==> src/rtl/serial_pkg.sv <==
// serial_pkg: definitions shared by the serial transmitter and the future
// receiver.
//   serial_state_t  - frame FSM state encoding (IDLE, START, DATA, STOP)
//   MIN_BIT_PERIOD  - smallest bit period in clocks; lower divider values clamp to it
package serial_pkg;

    typedef enum logic [1:0] {
        ST_IDLE  = 2'd0,
        ST_START = 2'd1,
        ST_DATA  = 2'd2,
        ST_STOP  = 2'd3
    } serial_state_t;

    localparam int MIN_BIT_PERIOD = 2;

endpackage

==> src/rtl/serial_tx_fifo.sv <==
// serial_tx_fifo: synchronous byte FIFO with a registered read port.
//   clk, reset       - clock, synchronous active-high reset (empties the FIFO)
//   push, wr_data    - write request; ignored while full
//   pop              - read request; ignored while empty
//   rd_data          - head byte, valid from the cycle after the pop
//   full, empty      - occupancy flags
module serial_tx_fifo #(
    parameter int FIFO_DEPTH = 8,
    parameter int DATA_W     = 8
) (
    input  logic              clk,
    input  logic              reset,
    input  logic              push,
    input  logic [DATA_W-1:0] wr_data,
    input  logic              pop,
    output logic [DATA_W-1:0] rd_data,
    output logic              full,
    output logic              empty
);

    localparam int AW = $clog2(FIFO_DEPTH);

    logic [DATA_W-1:0] mem [FIFO_DEPTH];
    logic [AW-1:0]     wr_ptr;
    logic [AW-1:0]     rd_ptr;
    logic [AW:0]       count;
    logic              do_push;
    logic              do_pop;

    assign full    = (count == (AW+1)'(FIFO_DEPTH));
    assign empty   = (count == '0);
    assign do_push = push && !full;
    assign do_pop  = pop && !empty;

    // Pointers wrap naturally because the depth is a power of two.
    always_ff @(posedge clk) begin
        if (reset) begin
            wr_ptr <= '0;
            rd_ptr <= '0;
            count  <= '0;
        end else begin
            if (do_push) wr_ptr <= wr_ptr + AW'(1);
            if (do_pop)  rd_ptr <= rd_ptr + AW'(1);
            case ({do_push, do_pop})
                2'b10:   count <= count + (AW+1)'(1);
                2'b01:   count <= count - (AW+1)'(1);
                default: count <= count;
            endcase
        end
    end

    // Storage and read register carry data only and are not reset.
    always_ff @(posedge clk) begin
        if (do_push) mem[wr_ptr] <= wr_data;
        if (do_pop)  rd_data     <= mem[rd_ptr];
    end

endmodule

==> src/rtl/serial_tx.sv <==
// serial_tx: FIFO-buffered 8N1 serial transmitter, LSB first, idle-high line.
//   clk, reset   - clock, synchronous active-high reset
//   cfg_divider  - clocks per serial bit, latched per frame, clamped to >= 2
//   in_valid     - byte offered; accepted when in_valid && in_ready
//   in_data      - byte to send
//   in_ready     - FIFO not full
//   ser_tx       - registered serial line output
//   busy         - FIFO non-empty or a frame in flight
module serial_tx
    import serial_pkg::*;
#(
    parameter int FIFO_DEPTH = 8,
    parameter int DIV_W      = 32
) (
    input  logic             clk,
    input  logic             reset,
    input  logic [DIV_W-1:0] cfg_divider,
    input  logic             in_valid,
    input  logic [7:0]       in_data,
    output logic             in_ready,
    output logic             ser_tx,
    output logic             busy
);

    serial_state_t    state;
    serial_state_t    state_next;
    logic [DIV_W-1:0] cnt;
    logic [DIV_W-1:0] period;
    logic [2:0]       bit_idx;
    logic [7:0]       shreg;
    logic [7:0]       fifo_data;
    logic             pop;
    logic             full;
    logic             empty;
    logic             bit_end;

    function automatic logic [DIV_W-1:0] clamp_period(input logic [DIV_W-1:0] div);
        if (div < DIV_W'(MIN_BIT_PERIOD)) return DIV_W'(MIN_BIT_PERIOD);
        return div;
    endfunction

    serial_tx_fifo #(
        .FIFO_DEPTH (FIFO_DEPTH),
        .DATA_W     (8)
    ) u_fifo (
        .clk     (clk),
        .reset   (reset),
        .push    (in_valid),
        .wr_data (in_data),
        .pop     (pop),
        .rd_data (fifo_data),
        .full    (full),
        .empty   (empty)
    );

    assign in_ready = !full;
    assign busy     = (state != ST_IDLE) || !empty;
    assign bit_end  = (cnt == '0);

    always_comb begin
        state_next = state;
        pop        = 1'b0;
        case (state)
            ST_IDLE: begin
                if (!empty) begin
                    pop        = 1'b1;
                    state_next = ST_START;
                end
            end
            ST_START: begin
                if (bit_end) state_next = ST_DATA;
            end
            ST_DATA: begin
                if (bit_end && bit_idx == 3'd7) state_next = ST_STOP;
            end
            ST_STOP: begin
                // Back-to-back frames: pop straight into the next start bit.
                if (bit_end) begin
                    if (!empty) begin
                        pop        = 1'b1;
                        state_next = ST_START;
                    end else begin
                        state_next = ST_IDLE;
                    end
                end
            end
            default: state_next = ST_IDLE;
        endcase
    end

    always_ff @(posedge clk) begin
        if (reset) begin
            state   <= ST_IDLE;
            ser_tx  <= 1'b1;
            cnt     <= '0;
            period  <= '0;
            bit_idx <= '0;
        end else begin
            state <= state_next;
            if (pop) begin
                // The start bit does not need the byte, so the line drops
                // while the registered FIFO read is still in flight.
                period  <= clamp_period(cfg_divider);
                cnt     <= clamp_period(cfg_divider) - DIV_W'(1);
                ser_tx  <= 1'b0;
                bit_idx <= '0;
            end else if (state != ST_IDLE) begin
                if (!bit_end) begin
                    cnt <= cnt - DIV_W'(1);
                end else begin
                    cnt <= period - DIV_W'(1);
                    case (state)
                        ST_START: ser_tx <= fifo_data[0];
                        ST_DATA: begin
                            if (bit_idx == 3'd7) begin
                                ser_tx <= 1'b1;
                            end else begin
                                ser_tx  <= shreg[0];
                                bit_idx <= bit_idx + 3'd1;
                            end
                        end
                        default: ser_tx <= 1'b1;
                    endcase
                end
            end
        end
    end

    // Bit 0 goes out directly from the FIFO output; the shifter holds the rest.
    always_ff @(posedge clk) begin
        if (bit_end && state == ST_START)     shreg <= {1'b0, fifo_data[7:1]};
        else if (bit_end && state == ST_DATA) shreg <= {1'b0, shreg[7:1]};
    end

endmodule

==> config.mk <==
export PLATFORM = sky130hd
export DESIGN_NAME = serial_tx
export DESIGN_NICKNAME = d
export VERILOG_FILES = /design/src/rtl/serial_pkg.sv /design/src/rtl/serial_tx_fifo.sv /design/src/rtl/serial_tx.sv
export SDC_FILE = /design/constraint.sdc
export NUM_CORES = 1
export LEC_CHECK = 0
export ABC_AREA = 1
export ABC_CLOCK_PERIOD_IN_PS = 2800
export CAP_MARGIN = 5
export CELL_PAD_IN_SITES_DETAIL_PLACEMENT = 1
export CELL_PAD_IN_SITES_GLOBAL_PLACEMENT = 2
export CORE_UTILIZATION = 33
export DETAILED_ROUTE_END_ITERATION = 8
export PLACE_DENSITY = 0.83
export SYNTH_ARGS = -nofsm -noshare
export SYNTH_HDL_FRONTEND = slang
export SYNTH_SLANG_ARGS = --single-unit
==> constraint.sdc <==
create_clock -name clk -period 2.8 [get_ports clk]
set_input_delay 0.7 -clock clk [delete_from_list [all_inputs] [get_ports clk]]
set_output_delay 0.7 -clock clk [all_outputs]
set_load 0.005 [all_outputs]
== Word level (Yosys, flattened, before mapping) ==
Memory sizes are Yosys's and may differ from the RTL's. A register that Yosys moved wholly into a read port is not among the register bits.
Cells that the tools add are included.
Storage, ports and cells
  input bits: 43
  output and inout bits: 3
  memory bits (writable): 64
  memories: 1
  word-level logic and storage cells: 80
  flip-flop bits (word level): 87
Operators by class
  bitwise gates (word level): 1
  multiplexer cells: 29
  add/sub/neg operators: 8
  eq/ne operators: 11
  order comparisons: 1
  reduce and logical (&&, ||, !) cells: 20
Memories
  u_fifo.mem: depth 8, width 8, read ports 1, clocked after Yosys merged registers in 1, wr ports 1, RTL line serial_tx_fifo.sv:23  | logic [DATA_W-1:0] mem [FIFO_DEPTH];
Operators with widths (count)
  $mux 32: 7
  $sub 32x1->32 const B: 3
  $logic_not 32->1: 1
  $lt 32x2->1 const B: 1
  $mux 7: 2
  $mux 1: 12
  $reduce_bool 2->1: 5
  $add 3x1->3 const B: 3
  $mux 2: 4
  $ne 2x2->1 const B: 4
  $pmux 2 s4: 1
  $pmux 4 s2: 1
  $reduce_and 4->1: 2
  $eq 2x2->1 const B: 3
  $logic_and 1x1->1: 5
  $add 4x1->4 const B: 1
  $eq 2x1->1 const B: 2
  $eq 4x4->1 const B: 1
  $logic_not 4->1: 1
  $pmux 1 s2: 2
  $sub 4x1->4 const B: 1
  $eq 3x3->1 const B: 1
  $logic_not 1->1: 2
  $logic_not 2->1: 1
  other kinds (4): 4

== Depth between registers and ports, before layout ==
Gate-level depths: netlist of the first run.
  word-level depth: 11
  depth in mapped cells: 21
  depth with buffers taken out: 21

== Modules after synthesis ==
Synthesis of the first run repeated with hierarchy kept, for this count alone.
Unflattened totals
  cells, all modules: 1043
  area, all modules: 8194.1 um2
Modules (own cells, without submodules)
  serial_tx: area each 4793.3 um2, cells an instance 749, instances 1, sequential area each 1611.5 um2
  serial_tx_fifo: area each 3400.8 um2, cells an instance 294, instances 1, sequential area each 2362.3 um2

== Worst setup path after synthesis of the first run ==
Ideal clock, no wire load.
  kind: register to register
  start: reg state[1]
  end: reg u_fifo.count[3]
  cell stages (with the launch flop): 15
  setup time: 0.070 ns
  period minus slack after synthesis: 2.769 ns
  data arrival time: 2.698 ns
  setup slack: 0.031 ns
  data required time: 2.730 ns
  path buffers: 1
  cell sequence: dfxtp_1 > inv_1 > ha_1 > inv_1 > or2_2 > a21oi_2 > buf_2 > ha_1 > ha_1 > nand2_1 > nor2_1 > a211oi_1 > xor2_1 > nand2_1 > a21oi_1
Between the ends
  longest elaborated chain between the ends: 5
  elaborated cells on any way between the ends: 8
  classes of those cells: 3 x eq/ne; 2 x mux; 3 x reduce/logical
RTL lines
  start, declared: RTL line serial_tx.sv:25  | serial_state_t state;
  start signal, assigned: RTL line serial_tx.sv:99  | state <= state_next;
  $eq 2x2->1 or $logic_not 2->1 (tied branches): RTL line serial_tx.sv:63  | case (state)
  $pmux 1 s2 *: RTL line serial_tx.sv:63
  $logic_and 1x1->1 *: RTL line serial_tx_fifo.sv:33  | assign do_pop = pop && !empty;
  net u_fifo.do_pop: RTL line serial_tx_fifo.sv:28  | logic do_pop;
  $eq 2x1->1 or $eq 2x2->1 (tied branches): RTL line serial_tx_fifo.sv:44  | case ({do_push, do_pop})
  $pmux 4 s2 or $reduce_bool 2->1 (tied branches)
  end signal, assigned: RTL line serial_tx_fifo.sv:45  | 2'b10: count <= count + (AW+1)'(1);
  end signal, assigned: RTL line serial_tx_fifo.sv:46  | 2'b01: count <= count - (AW+1)'(1);
  end signal, assigned: RTL line serial_tx_fifo.sv:47  | default: count <= count;
  end, declared: RTL line serial_tx_fifo.sv:26  | logic [AW:0] count;
Mark *: on every way through the listed nets, which the timed path passes. The rest lies on a longest branch.
A chain may end at the register's enable or synchronous reset.

== Worst setup path in the final report of the first run ==
  start: in cfg_divider[18]
  end: reg cnt[26]
Between the ends
  longest elaborated chain between the ends: 9
RTL lines
  start, declared: RTL line serial_tx.sv:17  | input logic [DIV_W-1:0] cfg_divider,
  $lt 32x2->1: RTL line serial_tx.sv:38  | if (div < DIV_W'(MIN_BIT_PERIOD)) return DIV_W'(MIN_BIT_PERIOD);
  $mux 1: RTL line serial_tx.sv:38
  $mux 1: RTL line serial_tx.sv:100  | if (pop) begin
  $mux 1: RTL line serial_tx.sv:92  | if (reset) begin
  $mux 32 *: RTL line serial_tx.sv:39  | return div;
  $mux 32 *: RTL line serial_tx.sv:100
  $mux 32 *: RTL line serial_tx.sv:92
  $sub 32x1->32 *: RTL line serial_tx.sv:104  | cnt <= clamp_period(cfg_divider) - DIV_W'(1);
  $mux 32 *: RTL line serial_tx.sv:100
  end signal, assigned: RTL line serial_tx.sv:104
  end signal, assigned: RTL line serial_tx.sv:109  | cnt <= cnt - DIV_W'(1);
  end signal, assigned: RTL line serial_tx.sv:111  | cnt <= period - DIV_W'(1);
  end, declared: RTL line serial_tx.sv:27  | logic [DIV_W-1:0] cnt;
Every way passes the cells marked *; elsewhere a longest branch is shown, timed or not. The select of a mux whose other input is x is not followed.

==> flow_summary_export.csv, run 1 <==
group,metric,value,unit
outcome,status,"finished, final reports clean",
routing,via_per_inst,4.90,
floorplanning,fp-row-count,56,
finish,nets,1192,
global_route,grt.overflow.total,0,
setup_path,crit_type,"in2reg",
clock_tree,root_buffer,"clkbuf_16",
global_route,grt_pass1_wl,38300,um
routing,top_layer,"met4",
synth,syn_area_per_cell,8.01,sq um
setup_path,path_cells,"clkdlybuf4s50_1 > nor2_1 > nand2_1 > nor2_1 > buf_4 > nand2_2 > o21a_1 > nand2_2 > nand2_2 > inv_2 > ha_4 > inv_2 > nor3_4 > nand3_2 > o21ai_1 > nand3_1 > nand2_1 > inv_1",
worst_hold_path,hold_class,"reg2reg",
pwr,clkPwrFrac,18.5,%
setup_path,crit_buf_inv,5,
synth,yosysUniqueCellTypes,42,
setup_path,slowest_stage,"clkdlybuf4s50_1",
pwr,switching_share,45.9,%
timing,finalHoldViolations,0,
floorplanning,initial_core_util,33.9,%
routing,wl_met2,11500,um
timing,slew_headroom,50.8,%
synth,synth-seq-area-share,49.4,%
timing,fmax,0.375,GHz
timing,fin_worst_skew,0.0147,ns
routing,drtAntennaViolNets,0,
placement,port_buffers,45,
routing,wl_met1,12000,um
setup_path,cp.arrival,3.00,ns
finish,drive_gt1_share,21.4,%
timing,grt_setup_unrepaired,"true",
synth,synth_fp_nets,1062,
clock_tree,cts_made_buffers,17,
routing,wirelength,24400,um
timing,maxSlewViolCount,0,
floorplanning,dieWidth,158,um
floorplanning,die_y,158,um
synth,synth_ff_type,"dfxtp_1",
pwr,p_int,6.83,mW
routing,vias,7188,
setup_path,r2r_start,"cnt[20]$_SDFFE_PP0P_",
setup_path,critPathLaunch,"cfg_divider[18]",
synth,yosysWarnings,0,
clock_tree,cts_tree,"built",
timing,finalSetupTns,0,ns
timing,post-route-min-period,2.67,ns
setup_path,cp.required,3.13,ns
setup_path,path_delay_family,"simple AND/OR/NAND/NOR gates",
synth,async_reset_ff_share,0,%
setup_path,rrSetupSlack,0.17,ns
routing,drt_iter0_drc,336,
pwr,switchingPower,5.79,mW
timing,post-route-period-util,95.3,%
setup_path,r2r_end,"cnt[23]$_SDFFE_PP0P_",
clock_tree,cts_htree_levels,4,
timing,tightestPinTransition,0.737,ns
pwr,power_density,1220,nW/um^2
routing,wl_per_cell,16.7,um
pwr,power_leakage,4.36,nW
finish,synthToLayoutAreaGrowth,29.1,%
setup_path,worst_setup_path_end_kind,"flop",
job,cap_violations,0,
global_route,antenna_found_initial,0,
routing,wl_met3,715,um
setup_path,crit_top_cell,"nand2_2",
setup_path,reg2reg_depth,19,
global_route,grt_max_degree,39,
pwr,vdd_drop_max,0.546,mV
synth,synth.cell_area,8040,sq um
placement,hpwl,17400,um
pwr,seq_power_share,25.6,%
synth,ys_ff_latch,159,
setup_path,startpoint_type,"input pin",
placement,dp_cells,1431,
clock_tree,clk_path_buf_depth,2,
routing,drc,0,
clock_tree,clk_pin_slew,0.07,ns
setup_path,max_stage_delay,0.41,ns
global_route,grt_usage,20.3,%
routing,first_pass_iters,5,
floorplanning,core,23700,sq um
clock_tree,clkSinkCount,159,
pwr,comb_power_share,55.9,%
clock_tree,clk_latency,0.44,ns
setup_path,worst-path-stages,18,
finish,layout.cells.non_filler,1466,
placement,globalplace.congestion,0.813,
synth,synth_edf_count,79,
finish,diodes,0,
setup_path,path_max_fanout,4,
global_route,grt_pass1_vias,7280,
timing,setup_viol,0,
floorplanning,io_pins,46,
setup_path,crit_end,"cnt[26]$_SDFFE_PP0P_",
floorplanning,die-area,25000,sq um
synth,synth_cells,1004,
pwr,total_power,12.6,mW
## synthesized netlist by cell type, drive strengths merged, types with 6 or more instances
master	count	area, sq um
nand3	56	280
o22ai	26	163
nor2	183	763
nand4	9	56.3
xnor2	6	52.6
a31oi	12	75.1
nand2	228	923
a21oi	38	194
o21bai	16	120
mux2	6	67.6
dfxtp	80	1600
inv	101	379
clkbuf	27	101
edfxtp	79	2370
ha	14	175
o21ai	87	435
buf	12	85.1
## how the worst min path moves through the flow
stage,cells after the start,slack (ns),end,start
global placement,2,0.45,period[18]$_SDFFE_PP0N_,period[18]$_SDFFE_PP0N_
global route,1,0.46,u_fifo.count[0]$_SDFFE_PP0P_,u_fifo.count[0]$_SDFFE_PP0P_
CTS,2,0.47,period[22]$_SDFFE_PP0N_,period[22]$_SDFFE_PP0N_
detailed placement,2,0.45,period[22]$_SDFFE_PP0N_,period[22]$_SDFFE_PP0N_
floorplan,2,0.44,period[12]$_SDFFE_PP0N_,period[12]$_SDFFE_PP0N_
finish,1,0.44,u_fifo.count[0]$_SDFFE_PP0P_,u_fifo.count[0]$_SDFFE_PP0P_
## kinds of logic after synthesis
logic type / after synthesis / synth area share [%]
simple gates: 485 / 26.0
compound gates: 186 / 13.0
flops: 159 / 49.4
buf+inv: 142 / 7.13
fa+ha+maj: 15 / 2.43
xor+xnor: 11 / 1.20
mux: 6 / 0.841
## timing repair
action                                  in CTS  in global routing
buffers inserted                             0                  3
endpoints found under the setup margin      25                 25
pin swaps                                    2                 23
resized for setup                           19                 68
hold buffers                                 0                  0
hold endpoints to repair                     0                  0
## placed cells by master, fill, tap and decap left out, drive strengths merged, types with 5 or more instances in the layout
cell type and instances:
nand4 9, nor2 183, o21ai 87, a21oi 38, o21bai 16, inv 112, buf 105, clkinv 5
xnor2 6, nand2 228, dlymetal6s2s 8, xor2 5, ha 14, a31oi 12, clkbuf 17, dfxtp 80
nand3 56, mux2 6, nand3b 5, o22ai 26, edfxtp 79, clkdlybuf4s50 35
## power by group through the flow
stage | logic, mW | clock network [mW] | registers (mW)
floorplan | 4.03 | 0 | 3.21
global placement | 6.24 | 0 | 3.26
detailed placement | 6.38 | 0 | 3.28
CTS | 6.55 | 2.38 | 3.23
global route | 7.78 | 2.46 | 3.29
finish | 7.05 | 2.33 | 3.23
## worst register-to-register path: stages, from the launching register on
cell and delay, ns:
dfxtp_1 0.34, nor2_1 0.13, nand2_1 0.10, nor2_4 0.14, nand2_2 0.11, nor2_8 0.13, nand2_4 0.07, nand2_4 0.09
nand2_4 0.08, buf_12 0.17, o21ai_1 0.09, nand2_1 0.12, nor2_2 0.17, nand2_1 0.14, nor2_4 0.17, nand3_2 0.13
a21oi_1 0.14, o21ai_1 0.09, nand2_1 0.08, inv_1 0.04
## per-stage QoR
| step | hold WS, ns | setup WS (ns) | util [%] | area (sq um) |
|---|---|---|---|---|
| 2_1_floorplan | 0.441 | 0.0314 | - | 8040 |
| 3_3_place_gp | 0.449 | -0.676 | 40.1 | 9500 |
| 3_5_place_dp | 0.454 | -0.771 | 40.1 | 9500 |
| 4_1_cts | 0.465 | 0.0000879 | 42.8 | 10100 |
| 5_1_grt | 0.461 | -0.0498 | 43.8 | 10400 |
| 6_report | 0.441 | 0.132 | 43.8 | 10400 |
## registers in the layout, indices dropped and copies added (netlist names)
| signal | cells |
|---|---|
| period | 32 |
| state | 2 |
| cnt | 32 |
| shreg | 7 |
| u_fifo.mem | 64 |
| u_fifo.rd_data | 8 |
| ser_tx | 1 |
| u_fifo.count | 4 |
| bit_idx | 3 |
| u_fifo.wr_ptr | 3 |
| u_fifo.rd_ptr | 3 |
## routing by layer
metal	GRT usage, %	vias to the layer above
met5	0	-
met4	3.94	0
met3	3.15	12
met2	33.9	110
met1	27.9	3489
li1	-	3577
## area by class of cell
cell class              count  area [sq um]
inverters                 103           392
clock buffers              17           425
repair buffers            150          1300
well taps                 319           399
clock inverters            15           150
multi-input cells         703          3740
fillers                  2909         13300
flip-flops and latches    159          3980
Power figures use the tool's default switching activity.
==> inputs of run 2 (changes only) <==
CORE_UTILIZATION = 34   (was 33)
CTS_BUF_LIST = sky130_fd_sc_hd__clkbuf_2 sky130_fd_sc_hd__clkbuf_4 sky130_fd_sc_hd__clkbuf_8   (was unset)
HOLD_SLACK_MARGIN = 0.12   (was unset)
PLACE_DENSITY = 0.85   (was 0.83)
==> run 2 against run 1 <==
  * Power is 6.3% lower
  * Core utilization is 0.73 points higher
  * Wire length is 4.5% lower
  * Final cell count is 1.2% lower
  * Clock power is 21% lower
  * First-iteration DRC count is 0.89% higher
  * Via count is 1.5% lower
  * Combinational power is 4.4% lower
  * Global-route usage is 0.15 points lower
  * Sequential share of layout area is 0.68 points higher
  * Worst setup slack worse by 0.027 ns
  * Sequential power hardly changed
  * Largest power group unchanged
==> flow_summary_export.csv, run 2 (same netlist as run 1, synthesis figures left out) <==
group,metric,value,unit
finish,diodes,0,
floorplanning,core,22900,sq um
finish,fillers,2772,
setup_path,startpoint_type,"input pin",
timing,fmax,0.371,GHz
finish,nets,1181,
global_route,grt_usage,20.2,%
setup_path,r2r_start,"u_fifo.count[1]$_SDFFE_PP0P_",
clock_tree,cts_tree,"built",
routing,drtAntennaViolNets,0,
timing,setup_viol,0,
finish,final_common_cell,"nand2_1",
pwr,vdd_drop_max,0.540,mV
setup_path,crit_type,"in2reg",
timing,timing.hold.ws,0.449,ns
placement,globalplace.congestion,0.805,
finish,drive_gt1_share,21.7,%
clock_tree,clkSinkCount,159,
routing,vias,7078,
global_route,grt_pass1_vias,7274,
global_route,grt_max_degree,38,
timing,maxSlewViolCount,0,
finish,largest_register_ff_count,64,
job,cap_violations,0,
worst_hold_path,min_from,"u_fifo.count[0]$_SDFFE_PP0P_",
routing,first_pass_iters,4,
finish,final_cell_mix,"188 x nand2_1, 140 x nor2_1, 94 x inv_1, 88 x buf_4, 79 x edfxtp_1",
floorplanning,dieWidth,156,um
worst_hold_path,hold_class,"reg2reg",
clock_tree,root_buffer,"clkbuf_8",
setup_path,path_max_fanout,4,
routing,wirelength,23300,um
timing,post-route-min-period,2.69,ns
clock_tree,clk_pin_slew,0.11,ns
global_route,grt_pass1_wl,38000,um
floorplanning,fp-row-count,55,
finish,final-seq-area,3980,sq um
routing,drc,0,
global_route,antenna_found_initial,0,
outcome,status,"finished, final reports clean",
finish,synthToLayoutAreaGrowth,27.0,%
routing,drt_iter0_drc,339,
clock_tree,cts_htree_levels,4,
pwr,power_density,1160,nW/um^2
finish,top_regs,"u_fifo.mem (64), cnt (32), period (32)",
finish,fin_util,44.6,%
timing,post-route-period-util,96.2,%
floorplanning,die_y,156,um
floorplanning,io_pins,46,
routing,via_per_inst,4.88,
clock_tree,cts_made_buffers,17,
setup_path,worst_setup_path_end_kind,"flop",
timing,finalHoldViolations,0,
placement,hpwl,16900,um
pwr,power_leakage,4.31,nW
placement,port_buffers,45,
global_route,grt.overflow.total,0,
setup_path,cp.arrival,3.09,ns
clock_tree,clk_path_buf_depth,2,
floorplanning,die-area,24300,sq um
timing,tightestPinTransition,0.599,ns
clock_tree,clk_latency,0.47,ns
finish,multi_input_area,3750,sq um
routing,wl_per_cell,16.1,um
setup_path,cp.required,3.20,ns
timing,slew_headroom,60.0,%
floorplanning,initial_core_util,35.1,%
timing,fin_worst_skew,0.0167,ns
finish,largest_register,"u_fifo.mem",
finish,layout.cells.non_filler,1449,
setup_path,critPathLaunch,"cfg_divider[13]",
placement,dp_cells,1413,
[run 2: cell types whose count changed in the layout (fill, tap and decap cells not counted), moves of 5 or more]
cell / change
buf_4: -13
clkbuf_16: -17
clkbuf_8: +17
clkdlybuf4s50_1: -5
dlymetal6s2s_1: +5
inv_12: +5
nand2_2: +5
[run 2: power breakdown]
| part | switching (mW) | internal [mW] | leakage (nW) |
|---|---|---|---|
| Combinational | 4.25 | 2.49 | 2.71 |
| Clock | 1.11 | 0.729 | 0.220 |
| Sequential | 0.259 | 2.99 | 1.38 |
[run 2: worst paths after layout]
path	to	slack (ns)	cells past startpoint
setup / recovery	cnt[28]$_SDFFE_PP0P_	0.11	18
hold / removal	u_fifo.count[0]$_SDFFE_PP0P_	0.45	1
setup reg to reg	cnt[29]$_SDFFE_PP0P_	0.17	20
hold reg to reg	u_fifo.count[0]$_SDFFE_PP0P_	0.45	1
[run 2: final cells by class]
type                            count  share of cell area [%]
Clock inverter                     15                    2.10
Timing Repair Buffer              139                    12.2
Sequential cell                   159                    39.0
Tap cell                          313                    3.84
Inverter                          103                    3.81
Multi-Input combinational cell    703                    36.8
Clock buffer                       17                    2.29
[run 2: repair_timing]
item / 4_1_cts / 5_1_grt
endpoints found under the setup margin: 26 / 28
resized for setup: 18 / 84
hold buffers: 0 / 0
pin swaps: 3 / 30
setup buffers: 1 / 3
[run 2: layer usage]
| metal | vias up | wire length [um] | GRT usage (%) |
|---|---|---|---|
| li1 | 3559 | - | - |
| met1 | 3383 | 11700 | 28.2 |
| met2 | 117 | 10700 | 33.0 |
| met3 | 19 | 717 | 2.69 |
| met4 | 0 | 248 | 4.86 |
| met5 | - | 0 | 0 |
[run 2: worst max-delay path: stages]
cell and delay [ns]:
clkdlybuf4s50_1 0.43, nor2_1 0.15, nand2_2 0.11, nor2_4 0.10, nand2_2 0.07, o21a_1 0.19
nand2_2 0.09, nand2_2 0.07, inv_2 0.08, ha_4 0.15, inv_1 0.06, nor3_2 0.23
nand2_2 0.15, nor2_4 0.19, nand3_2 0.07, nand2_1 0.06, nand2_1 0.06, a21oi_2 0.13
[run 2: stage by stage]
step	area, sq um	power [mW]	setup TNS [ns]	worst slack [ns]
2_1_floorplan	8040	7.24	0	0.0314
3_3_place_gp	9420	9.32	-17.14	-0.724
3_5_place_dp	9420	9.44	-18.56	-0.831
4_1_cts	9930	11.5	0	0.00699
5_1_grt	10200	12.8	-0.0539	-0.0293
6_report	10200	11.8	0	0.105
==> inputs of run 3 (changes only) <==
ABC_AREA = 0   (was 1)
CORE_UTILIZATION = 37   (was 34)
==> run 3 against run 2 <==
  * Worst hold slack better by 0.022 ns
  * Sequential share of layout area shrank 4.3 points
  * Clock skew rose by 0.0087 ns
  * The run now ends with setup timing left
  * Critical path depth is 1 lower
  * Final cell count is 8.0% lower
  * Synthesized cell count fell by 20%
  * Sequential cell count is the same
  * Clock power about the same
  * Non-clock buffer count rose by 130
  * First-iteration DRC count is 80% higher
==> flow_summary_export.csv, run 3 <==
group,metric,value,unit
setup_path,rrSetupSlack,-0.79,ns
finish,top_regs,"u_fifo.mem (64), cnt (32), period (32)",
clock_tree,clk_pin_slew,0.11,ns
setup_path,max_stage_delay,0.58,ns
finish,diodes,0,
clock_tree,cts_htree_levels,4,
synth,synth_edf_count,79,
timing,finalHoldViolations,0,
pwr,vdd_drop_max,0.630,mV
timing,finalSetupTns,-13.86,ns
setup_path,crit_type,"in2reg",
clock_tree,cts_tree,"built",
synth,synth_common_cells,"103 x nand2_1, 80 x dfxtp_1, 79 x edfxtp_1, 73 x nor2_1, 67 x a21oi_1",
routing,drt_iter0_drc,611,
routing,vias,7766,
routing,wl_per_cell,22.4,um
floorplanning,fp-row-count,53,
timing,timing.hold.ws,0.471,ns
job,cap_violations,0,
pwr,seq_power_share,21.7,%
setup_path,path_cells,"buf_6 > or4_4 > nor4_4 > and4_1 > nand2b_1 > nand3_2 > o21a_1 > ha_4 > nand4_1 > buf_4 > buf_6 > inv_4 > o221ai_4 > a221oi_2 > nand4_1 > xnor2_1 > a211oi_1",
pwr,switchingPower,7.13,mW
floorplanning,dieWidth,150,um
global_route,grt_max_degree,73,
synth,synth_top_area_share,29.4,%
placement,dp_cells,1268,
setup_path,startpoint_type,"input pin",
global_route,grt.overflow.total,0,
finish,final_area,11400,sq um
setup_path,worst_setup_path_end_kind,"flop",
finish,fillers,2336,
finish,final_common_cell,"buf_4",
floorplanning,die_y,150,um
synth,synth-seq-area-share,49.2,%
timing,maxSlewViolCount,0,
pwr,comb_power_share,66.1,%
synth,async_reset_ff_share,0,%
pwr,power_leakage,4.36,nW
synth,yosysWarnings,0,
floorplanning,initial_core_util,38.0,%
timing,fin_worst_skew,0.0254,ns
routing,drc,0,
synth,synth_largest_area_cell,"edfxtp_1",
floorplanning,io_pins,46,
clock_tree,clk_latency,0.49,ns
finish,drive_gt1_share,36.4,%
finish,layout.cells.non_filler,1333,
synth,synth_ff_type,"dfxtp_1",
routing,first_pass_iters,7,
outcome,violations,"setup timing",
clock_tree,root_buffer,"clkbuf_8",
placement,dp_slack,-1.54,ns
synth,synth_most_common_cell,"nand2_1",
pwr,switching_share,46.2,%
global_route,grt_usage,26.1,%
floorplanning,core,21200,sq um
setup_path,slowest_stage,"or4_4",
setup_path,cp.required,3.19,ns
placement,hpwl,19200,um
timing,worst_slack,-0.916,ns
routing,via_per_inst,5.83,
timing,tightestPinTransition,0.808,ns
routing,drtAntennaViolNets,0,
placement,post_dp_cell_area,10200,sq um
setup_path,path_max_fanout,3,
pwr,power_density,1350,nW/um^2
finish,fin_util,53.9,%
clock_tree,cts_made_buffers,17,
finish,largest_register,"u_fifo.mem",
worst_hold_path,hold_class,"reg2reg",
timing,post-route-period-util,133,%
global_route,grt_pass1_wl,44300,um
routing,wirelength,29800,um
timing,grt_setup_unrepaired,"true",
synth,synth_fp_nets,864,
pwr,p_int,8.30,mW
finish,final_cell_mix,"203 x buf_4, 99 x nand2_1, 79 x edfxtp_1, 77 x dfxtp_1, 70 x nor2_1",
synth,synth.cell_area,8070,sq um
setup_path,cp.arrival,4.11,ns
clock_tree,clkSinkCount,159,
clock_tree,clk_path_buf_depth,2,
synth,yosys-top-cells-area,"edfxtp_1 29%, dfxtp_1 20%, nand2_1 4.8%, mux4_2 4.5%, a21oi_1 4.2%",
timing,post-route-min-period,3.72,ns
outcome,status,"finished with violations",
global_route,grt_pass1_vias,8126,
synth,synth_cells,806,
timing,slew_headroom,46.1,%
timing,fmax,0.269,GHz
finish,synthToLayoutAreaGrowth,41.8,%
placement,port_buffers,45,
finish,largest_register_ff_count,64,
placement,globalplace.congestion,0.904,
pwr,clkPwrFrac,12.1,%
floorplanning,die-area,22400,sq um
pwr,total_power,15.4,mW
finish,nets,1103,
global_route,antenna_found_initial,0,
synth,ys_ff_latch,159,
synth,yosysUniqueCellTypes,64,
timing,setup_viol,30,
synth,syn_area_per_cell,10.0,sq um
run 3: changes by cell type in the layout (fill, tap and decap cells not counted), moves of 26 or more:
cell,previous run,this run
nand2_2,35,2
a21oi_1,35,65
inv_1,94,5
buf_4,88,203
o21ai_0,73,24
nand3_1,51,10
nor2_1,140,70
nand2_1,188,99
nor2_2,27,1
run 3: cells by family (layout without fill, tap and decap cells):
group           count (synthesis)  after routing  share of synthesized area, %
compound gates                198            198                          16.5
xor+xnor                       27             27                          2.93
fa+ha+maj                      15             15                          2.42
mux                            40             40                          7.68
buf+inv                        56            308                          2.71
simple gates                  311            311                          18.5
flops                         159            159                          49.2
run 3: power groups by stage:
stage	combinational, mW	clock (mW)	sequential, mW
final	10.2	1.87	3.35
after global routing	10.9	1.99	3.41
after CTS	8.97	1.91	3.34
after detailed placement	8.22	0	3.38
after global placement	8.01	0	3.35
after floorplan	4.98	0	3.33
run 3: metal layers:
layer	up-vias	wire length (um)	track usage (%)
met1	3893	12500	32.7
met3	75	1420	4.02
met5	-	0	0
met2	269	15000	45.0
li1	3529	-	-
met4	0	830	10.3
run 3: layout make-up:
type,count,area (sq um),share of cell area (%)
well taps,275,344,3.01
repair buffers,269,2260,19.7
clock buffers,17,234,2.04
flip-flops and latches,159,3980,34.8
clock inverters,15,221,1.94
multi-input cells,591,4380,38.3
inverters,7,28.8,0.251
run 3: worst paths after layout:
| check | startpoint | endpoint | cells past startpoint |
|---|---|---|---|
| worst min-delay path | period[21]$_SDFFE_PP0N_ | period[21]$_SDFFE_PP0N_ | 2 |
| worst max register to register | cnt[4]$_SDFFE_PP0P_ | cnt[26]$_SDFFE_PP0P_ | 16 |
| worst min register to register | period[21]$_SDFFE_PP0N_ | period[21]$_SDFFE_PP0N_ | 2 |
| worst max-delay path | cfg_divider[16] | cnt[26]$_SDFFE_PP0P_ | 17 |
run 3: worst max-delay path: cells and delay by family:
kind / cells / cell delay, ns
AOI/OAI and AO/OA: 4 / 0.78
and+or+nand+nor: 7 / 1.78
buffers and inverters: 4 / 0.45
xor gates and xnor gates: 1 / 0.22
adders and majority gates: 1 / 0.17
run 3: repair_timing:
action	CTS	global route
setup buffers	20	15
resized for setup	87	60
gates cloned	0	2
endpoints found under the setup margin	31	33
hold buffers	0	0
pin swaps	51	37
